<file path="src/rtl/response_reorder_buffer.sv">
// response_reorder_buffer
//  Tracks read tags issued by the decoder and buffers memory responses that
//  come back out of order. Responses are replayed to the decoder strictly in
//  issue order, at most one per cycle. The decoder is held off through
//  req_stall while the next slot in issue order is still in use.
//  Optional feature macro: REORDER_BYPASS_EN. When it is defined, a response
//  for the head tag is emitted on the next cycle and never stored.
module response_reorder_buffer #(
  parameter  int DATA_WIDTH = 64,
  parameter  int TAG_COUNT  = 4,
  localparam int TAG_WIDTH  = $clog2(TAG_COUNT)
) (
  input  logic                  clk,
  input  logic                  rst,
  input  logic                  req,
  input  logic [TAG_WIDTH-1:0]  req_tag,
  output logic                  req_stall,
  input  logic                  mem_push,
  input  logic [TAG_WIDTH-1:0]  mem_push_tag,
  input  logic [DATA_WIDTH-1:0] mem_data,
  output logic                  push,
  output logic [TAG_WIDTH-1:0]  push_tag,
  output logic [DATA_WIDTH-1:0] data,
  output logic [TAG_WIDTH:0]    outstanding,
  output logic                  err
);

  localparam logic [TAG_WIDTH-1:0] TAG_ONE = {{(TAG_WIDTH-1){1'b0}}, 1'b1};
  localparam logic [TAG_WIDTH:0]   CNT_ONE = {{TAG_WIDTH{1'b0}}, 1'b1};

  // Slot bookkeeping: pending = tag issued and not yet emitted,
  // full = response data held in the slot.
  logic [TAG_COUNT-1:0]  pending_q, pending_d;
  logic [TAG_COUNT-1:0]  full_q, full_d;
  logic [DATA_WIDTH-1:0] slot_data_q [TAG_COUNT];
  logic [DATA_WIDTH-1:0] slot_data_d [TAG_COUNT];
  logic [TAG_WIDTH-1:0]  iss_ptr_q, iss_ptr_d;
  logic [TAG_WIDTH-1:0]  head_q, head_d;
  logic [TAG_WIDTH:0]    outstanding_q, outstanding_d;
  logic                  err_q, err_d;
  logic                  push_q, push_d;
  logic [TAG_WIDTH-1:0]  push_tag_q, push_tag_d;
  logic [DATA_WIDTH-1:0] data_q, data_d;

  logic accept_s;
  logic drain_s;
  logic bypass_s;
  logic resp_ok_s;
  logic emit_s;

  // A slot can only be reused once its previous tag has been emitted.
  assign req_stall = pending_q[iss_ptr_q];
  assign accept_s  = req & ~pending_q[iss_ptr_q];
  assign drain_s   = full_q[head_q];
  // A response is legal only for an issued tag whose slot is still empty.
  assign resp_ok_s = mem_push & pending_q[mem_push_tag] & ~full_q[mem_push_tag];

`ifdef REORDER_BYPASS_EN
  // The head response skips the slot, unless stored head data is already leaving.
  assign bypass_s = resp_ok_s & (mem_push_tag == head_q) & ~full_q[head_q];
`else
  assign bypass_s = 1'b0;
`endif

  assign emit_s = drain_s | bypass_s;

  assign push        = push_q;
  assign push_tag    = push_tag_q;
  assign data        = data_q;
  assign outstanding = outstanding_q;
  assign err         = err_q;

  // Next-state logic: drain/bypass emit, response capture, issue tracking, counters.
  always_comb begin
    pending_d     = pending_q;
    full_d        = full_q;
    slot_data_d   = slot_data_q;
    iss_ptr_d     = iss_ptr_q;
    head_d        = head_q;
    outstanding_d = outstanding_q;
    err_d         = err_q;
    push_d        = 1'b0;
    push_tag_d    = push_tag_q;
    data_d        = data_q;

    // Emit: stored head data has priority. Bypass cannot coincide with it.
    if (drain_s) begin
      push_d           = 1'b1;
      push_tag_d       = head_q;
      data_d           = slot_data_q[head_q];
      pending_d[head_q] = 1'b0;
      full_d[head_q]    = 1'b0;
      head_d           = head_q + TAG_ONE;
    end else if (bypass_s) begin
      push_d           = 1'b1;
      push_tag_d       = head_q;
      data_d           = mem_data;
      pending_d[head_q] = 1'b0;
      head_d           = head_q + TAG_ONE;
    end else begin
      push_d = 1'b0;
    end

    // Response capture. Illegal responses are dropped and flagged.
    if (mem_push) begin
      if (resp_ok_s) begin
        if (!bypass_s) begin
          slot_data_d[mem_push_tag] = mem_data;
          full_d[mem_push_tag]      = 1'b1;
        end else begin
          full_d[mem_push_tag] = full_q[mem_push_tag];
        end
      end else begin
        err_d = 1'b1;
      end
    end else begin
      err_d = err_d;
    end

    // Issue: the slot at iss_ptr is allocated even when the tag is wrong.
    // The accepted slot is never pending, so it cannot be the head being emitted.
    if (accept_s) begin
      pending_d[iss_ptr_q] = 1'b1;
      iss_ptr_d            = iss_ptr_q + TAG_ONE;
      if (req_tag != iss_ptr_q) begin
        err_d = 1'b1;
      end else begin
        err_d = err_d;
      end
    end else begin
      iss_ptr_d = iss_ptr_q;
    end

    case ({accept_s, emit_s})
      2'b10:   outstanding_d = outstanding_q + CNT_ONE;
      2'b01:   outstanding_d = outstanding_q - CNT_ONE;
      default: outstanding_d = outstanding_q;
    endcase
  end

  // State register with synchronous reset. Reset discards all buffered data.
  always_ff @(posedge clk) begin
    if (rst) begin
      pending_q     <= '0;
      full_q        <= '0;
      iss_ptr_q     <= '0;
      head_q        <= '0;
      outstanding_q <= '0;
      err_q         <= 1'b0;
      push_q        <= 1'b0;
      push_tag_q    <= '0;
      data_q        <= '0;
      for (int i = 0; i < TAG_COUNT; i++) begin
        slot_data_q[i] <= '0;
      end
    end else begin
      pending_q     <= pending_d;
      full_q        <= full_d;
      iss_ptr_q     <= iss_ptr_d;
      head_q        <= head_d;
      outstanding_q <= outstanding_d;
      err_q         <= err_d;
      push_q        <= push_d;
      push_tag_q    <= push_tag_d;
      data_q        <= data_d;
      slot_data_q   <= slot_data_d;
    end
  end

endmodule
</file>
<file path="config.mk">
export PLATFORM = sky130hd
export DESIGN_NAME = response_reorder_buffer
export DESIGN_NICKNAME = d
export VERILOG_FILES = /design/src/rtl/response_reorder_buffer.sv
export SDC_FILE = /design/constraint.sdc
export NUM_CORES = 1
export LEC_CHECK = 0
export CAP_MARGIN = 10
export CORE_ASPECT_RATIO = 2
export CORE_UTILIZATION = 40
export CTS_CLUSTER_DIAMETER = 80
export DETAILED_ROUTE_END_ITERATION = 8
export PLACE_DENSITY = 0.61
export SLEW_MARGIN = 20
export SYNTH_ARGS = -nofsm -noshare
export SYNTH_HDL_FRONTEND = slang
export SYNTH_SLANG_ARGS = --single-unit
</file>
<file path="constraint.sdc">
create_clock -name clk -period 3.1 [get_ports clk]
set_clock_uncertainty 0.05 [all_clocks]
set_input_delay 0.62 -clock clk [delete_from_list [all_inputs] [get_ports clk]]
set_output_delay 0.62 -clock clk [all_outputs]
set_load 0.05 [all_outputs]
</file>
==> results of run 1 <==
-- final cells by class --
| class | count | area, um2 | share of cell area, % |
|---|---|---|---|
| Clock buffer | 43 | 871 | 5.09 |
| Clock inverter | 10 | 80.1 | 0.468 |
| Inverter | 8 | 30.0 | 0.176 |
| Multi-Input combinational cell | 1040 | 6840 | 40.0 |
| Sequential cell | 339 | 6790 | 39.7 |
| Tap cell | 445 | 557 | 3.26 |
| Timing Repair Buffer | 178 | 1920 | 11.3 |
-- stage by stage --
stage,cell area (um2),setup slack (ps)
6_report,17100,284
5_1_grt,17100,218
4_1_cts,17100,262
3_5_place_dp,16100,440
3_3_place_gp,16100,415
2_1_floorplan,14400,373
-- where the power goes --
group | switching (mW) | leakage [nW] | internal, mW
combinational | 0.555 | 2.08 | 0.277
sequential | 0.0379 | 2.73 | 4.40
clock | 1.68 | 0.468 | 2.03
total | 2.27 | 5.28 | 6.70
-- sequential cells by signal, summed over array words and instances, names as in the netlist --
name and flops:
data 64, err 1, full_q 4, head_q 2, iss_ptr_q 2, outstanding 3
pending_q 4, push 1, push_tag 2, slot_data_q 256
-- layer usage --
metal / wire, um / up-vias
met2: 22800 / 497
met5: 0 / -
met3: 2420 / 80
li1: - / 5719
met4: 1500 / 0
met1: 17200 / 6071
-- worst max path at each step --
stage | start | end | slack, ps | cells past startpoint
after floorplan | iss_ptr_q[0]$_SDFFE_PP0N_ | outstanding[2]$_SDFFE_PP0P_ | 370 | 8
after global placement | req | outstanding[2]$_SDFFE_PP0P_ | 410 | 9
after detailed placement | mem_push_tag[1] | err$_SDFF_PP0_ | 440 | 4
after CTS | iss_ptr_q[0]$_SDFFE_PP0N_ | req_stall | 260 | 2
after global routing | iss_ptr_q[0]$_SDFFE_PP0N_ | req_stall | 220 | 2
final | iss_ptr_q[0]$_SDFFE_PP0N_ | req_stall | 280 | 2
-- layout by cell type, fill, tap and decap left out, types with 2 or more instances in the layout --
cell and n:
clkinv_2 7, nor2b_1 4, clkinvlp_4 2, nand2_1 7, a31o_1 2, mux4_2 65
dfxtp_1 337, a32o_1 4, clkbuf_16 31, mux2i_1 68, clkbuf_1 7, or3_1 3
inv_1 7, dfxtp_4 2, xnor2_1 3, clkdlybuf4s50_1 141, or3b_4 2, nand3_1 257
o21ai_1 27, ha_1 9, a21oi_1 261, clkbuf_8 5, nor3_1 4, nand3b_1 2
nor3b_2 2, nor2_1 69, o21ai_0 233, buf_4 17, and3b_2 2, a31oi_1 2
buf_12 18, a31o_2 2
-- critical path: stages, from the launching register on --
cell	delay, ps
dfxtp_1	480
mux4_2	630
dlygate4sd2_1	460
-- cell families (layout without fill, tap and decap cells) --
family | count (synthesis) | after routing | share of synthesized area, %
AOI/OAI and AO/OA | 533 | 533 | 18.9
xor gates and xnor gates | 4 | 4 | 0.244
adders and majority gates | 10 | 10 | 0.924
buffers and inverters | 182 | 239 | 5.40
DFF | 339 | 339 | 47.3
muxes | 135 | 135 | 15.2
and+or+nand+nor | 358 | 358 | 12.1
-- timing repair --
item | in CTS | in global routing
gates resized for setup | 1 | 0
hold buffers | 0 | 0
setup endpoints to repair | 1 | 0
==> reports/qor.yml, run 1 <==
cts_buffer_depth: 3
hold_ws_ps: 423
synth_nets: 1643
power_density_mw_per_mm2: 525
p_leak_nw: 5.28
synth_seq_cells: 339
ios: 144
finalHoldViolations: 0
core_mm2: 0.0352
final_cells: 2063
ant_nets: 0
gr-usage-all-layers_pct: 23.7
io_buffer_count: 143
r2r_slack_ps: 470
die_h_um: 270
finalSetupViolCount: 0
max_clock_freq_ghz: 0.355
grt_pass1_vias: 12200
rows: 97
grt_overflow: 0
syn_inst: 1561
drt_drc_violations_left: 0
drive_above_1_share_pct: 10.1
crit_type: "reg2out"
maxCapViolations: 0
finalSetupTns_ps: 0
synth_flop_cell: "dfxtp_1"
synth_largest_area_cell: "dfxtp_1"
cts_root_buffer: "clkbuf_16"
grt_pass1_wl_um: 68600
power_mw: 8.97
yosysTopAreaCellShare_pct: 47.3
critPathArrivalTime_ps: 2150
vias: 12400
hold_start: "slot_data_q[91]$_SDFFE_PP0P_"
synthArstFlopShare_pct: 0
use_met2_pct: 41.7
fin_nets: 1679
busiest_layer: "met2"
fin_util_pct: 48.6
grtUsageMet1_pct: 28.9
whs_endpoint: "slot_data_q[91]$_SDFFE_PP0P_"
wire_per_inst_um: 21.3
syn_area_per_cell_um2: 9.20
hold_depth: 2
synth_top_cells_by_count: "339 x dfxtp_1, 261 x a21oi_1, 257 x nand3_1"
synth_cell_types: 37
rsz0062_at_grt: "false"
hp-class: "reg2reg"
area_growth_pct: 19.1
dp.cells: 2010
cp.required_ps: 2430
yosys_warnings: 0
synth-edff-count: 0
gp_congestion: 0.785
fin_crit_sh_pct: 90.8
critPathCaptureType: "output port"
clk_latency_ps: 570
r2r-end: "outstanding[2]$_SDFFE_PP0P_"
worstReg2RegStart: "iss_ptr_q[0]$_SDFFE_PP0N_"
finalWirelength_um: 43900
ys_seq_area_share_pct: 47.3
start_util_pct: 40.8
timing.critical_path.fanout_max: 7
clkSlewWorstSetupHoldPaths_ps: 70
dp_hpwl_um: 24400
antenna_found_initial: 0
tightestPinTransition_ps: 1060
slew_headroom_pct: 29.5
dieArea_mm2: 0.0367
status: "finished, final reports clean"
dr.pass1.iters: 5
use_met3_pct: 2.36
antenna_cells: 0
vias_per_cell: 5.99
reg2regPathDepth: 8
cts_made_buffers: 30
period_needed_ps: 2820
setup.worst_path.start_class: "flip-flop"
synth.area.top_cells: "dfxtp_1 47%, mux4_2 10%, a21oi_1 9.1%"
chipWidth_um: 136
numClockSinks: 339
slew_violations: 0
cts_max_level: 1
synth_most_common_cell: "dfxtp_1"
cts_post_setup_buffers_inserted: 0
syn-cell-area_mm2: 0.0144
drt_iter0_markers: 1108
cts_tree: "built"
grt_max_degree: 119
fillers: 3280
vdd.ir_drop.worst_mv: 0.433
No activity file was read; power rests on OpenSTA's default activity.
==> inputs of run 2 (changes only) <==
--- a/config.mk
+++ b/config.mk
@@ -5,7 +5,7 @@
 export SDC_FILE = /design/constraint.sdc
 export NUM_CORES = 1
 export LEC_CHECK = 0
-export CAP_MARGIN = 10
+export CAP_MARGIN = 30
 export CORE_ASPECT_RATIO = 2
 export CORE_UTILIZATION = 40
 export CTS_CLUSTER_DIAMETER = 80
==> run 2 against run 1 <==
  * Final area rose by 0.38%
  * First-iteration DRC count is 1.6% higher
  * Via count grew 0.56%
  * Highest routed layer unchanged
==> reports/qor.yml, run 2 (same netlist as run 1, synthesis figures left out) <==
grt_pass1_vias: 12200  # +0.22%
dp.cells: 2012  # +0.10%
vdd.ir_drop.worst_mv: 0.624  # +44%
dp_hpwl_um: 24700  # +1.5%
finalWirelength_um: 43900  # about the same
period_needed_ps: 2840  # +19.1 ps
cts_tree: "built"
drt_drc_violations_left: 0  # unchanged
slew_headroom_pct: 56.1  # +27 points
fin_util_pct: 48.7  # +0.18 points
dr.pass1.iters: 5  # unchanged
cts_max_level: 1  # unchanged
dieArea_mm2: 0.0367  # unchanged
crit_slowest_cell: "mux4_2"
antenna_found_initial: 0  # unchanged
vias: 12400  # +0.56%
gp_congestion: 0.785  # unchanged
finalHoldViolations: 0  # unchanged
hp-class: "reg2reg"
critPathCaptureType: "output port"
crit_type: "reg2out"
chipWidth_um: 136  # unchanged
regMostFlops: "slot_data_q"
post-place-ws_ps: 439  # -0.526 ps
ios: 144  # unchanged
max_stage_delay_ps: 640  # about the same
setup.worst_path.start_class: "flip-flop"
cts_root_buffer: "clkbuf_16"
wire_per_inst_um: 21.2  # -0.21%
max_clock_freq_ghz: 0.353  # -0.68%
cts_made_buffers: 30  # unchanged
power_density_mw_per_mm2: 526  # +0.27%
critPathArrivalTime_ps: 2170  # +20 ps
drive_above_1_share_pct: 9.94  # -0.14 points
status: "finished, final reports clean"
gr-usage-all-layers_pct: 23.8  # +0.11 points
tightestPinTransition_ps: 659  # -398 ps
die_h_um: 270  # unchanged
worstPathCellList: "mux4_2 > dlygate4sd2_1"
layout_common_cells: "337 x dfxtp_1, 261 x a21oi_1, 257 x nand3_1"
crit_buf_inv: 1  # unchanged
rows: 97  # unchanged
final_common_cell: "dfxtp_1"
core_mm2: 0.0352  # unchanged
clk_latency_ps: 570  # about the same
crit_family: "multiplexers"
start_util_pct: 40.8  # unchanged
drt_iter0_markers: 1126  # +1.6%
vias_per_cell: 6.02  # +0.41%
grt_overflow: 0  # unchanged
ant_nets: 0  # unchanged
cp.required_ps: 2430  # about the same
largest_reg_flops: 256  # unchanged
rsz0062_at_grt: "false"
slew_violations: 0  # unchanged
fin_nets: 1681  # +0.12%
cts_post_setup_buffers_inserted: 0  # unchanged
placed_area_mm2: 0.0162  # +0.29%
io_buffer_count: 143  # unchanged
clkSlewWorstSetupHoldPaths_ps: 60  # about the same
numClockSinks: 339  # unchanged
grt_max_degree: 119  # unchanged
finalSetupViolCount: 0  # unchanged
p_leak_nw: 5.31  # +0.55%
maxCapViolations: 0  # unchanged
timing.final.ws_setup_ps: 265  # -19.1 ps
timing.critical_path.fanout_max: 7  # unchanged
area_growth_pct: 19.5
fin_crit_sh_pct: 91.5  # +0.62 points
finalSetupTns_ps: 0  # unchanged
final_cells: 2066  # +0.15%
cts_buffer_depth: 3  # unchanged
design_area_mm2: 0.0172  # +0.38%
grt_pass1_wl_um: 68900  # +0.46%
-- run 2: cell count changes in the layout (fill, tap and decap cells not counted) --
| cell | before | now |
|---|---|---|
| buf_12 | 18 | 19 |
| buf_16 | 0 | 1 |
| bufinv_16 | 1 | 2 |
| clkbuf_1 | 7 | 11 |
| clkbuf_16 | 31 | 30 |
| clkbuf_8 | 5 | 6 |
| clkinv_2 | 7 | 3 |
| clkinv_8 | 0 | 1 |
| clkinvlp_4 | 2 | 0 |
| diode_2 | 0 | 1 |
-- run 2: cell type report --
class | instances | area [um2]
diodes | 1 | 2.50
clock buffers | 47 | 875
clock inverters | 6 | 91.3
fillers | 3331 | 18000
inverters | 8 | 30.0
multi-input cells | 1040 | 6840
flip-flops and latches | 339 | 6790
well taps | 445 | 557
repair buffers | 180 | 1970
-- run 2: metal layers --
layer  GRT usage (%)  vias to the layer above  part of all wire [%]
met3            2.36                       76                   5.5
li1                -                     5731                     -
met2            42.1                      497                    53
met1            28.9                     6132                    39
met5               0                        -                     0
met4            9.74                        0                   3.2
-- run 2: path summary, 6_finish.rpt --
check | endpoint | slack, ps | cells past startpoint | startpoint
setup / recovery | req_stall | 260 | 2 | iss_ptr_q[0]$_SDFFE_PP0N_
setup reg to reg | outstanding[2]$_SDFFE_PP0P_ | 460 | 8 | iss_ptr_q[0]$_SDFFE_PP0N_
hold reg to reg | slot_data_q[91]$_SDFFE_PP0P_ | 420 | 2 | slot_data_q[91]$_SDFFE_PP0P_
hold / removal | slot_data_q[91]$_SDFFE_PP0P_ | 420 | 2 | slot_data_q[91]$_SDFFE_PP0P_
-- run 2: power by group --
group	total [mW]	internal [mW]	leakage [nW]	switching, mW
Clock	3.75	2.10	0.473	1.65
Sequential	4.44	4.40	2.73	0.0381
Combinational	0.844	0.287	2.10	0.557
-- run 2: through the flow --
step / hold slack (ps) / power (mW)
floorplan: 401 / 4.98
global placement: 406 / 5.36
detailed placement: 414 / 5.38
CTS: 423 / 9.10
global route: 442 / 9.33
finish: 424 / 9.03
-- run 2: repair_timing --
action / in CTS / in global routing
endpoints found under the setup margin: 1 / 0
gates resized for setup: 1 / 0
endpoints found under the hold margin: 0 / 0
hold buffers: 0 / 0
-- run 2: worst register-to-register path, stage by stage (launching register included) --
cell     delay (ps)
dfxtp_1         500
mux4_2          640
nor2_1          150
inv_1            60
ha_1            210
fa_1            380
xnor2_1         140
or3_1           310
a21oi_1         130
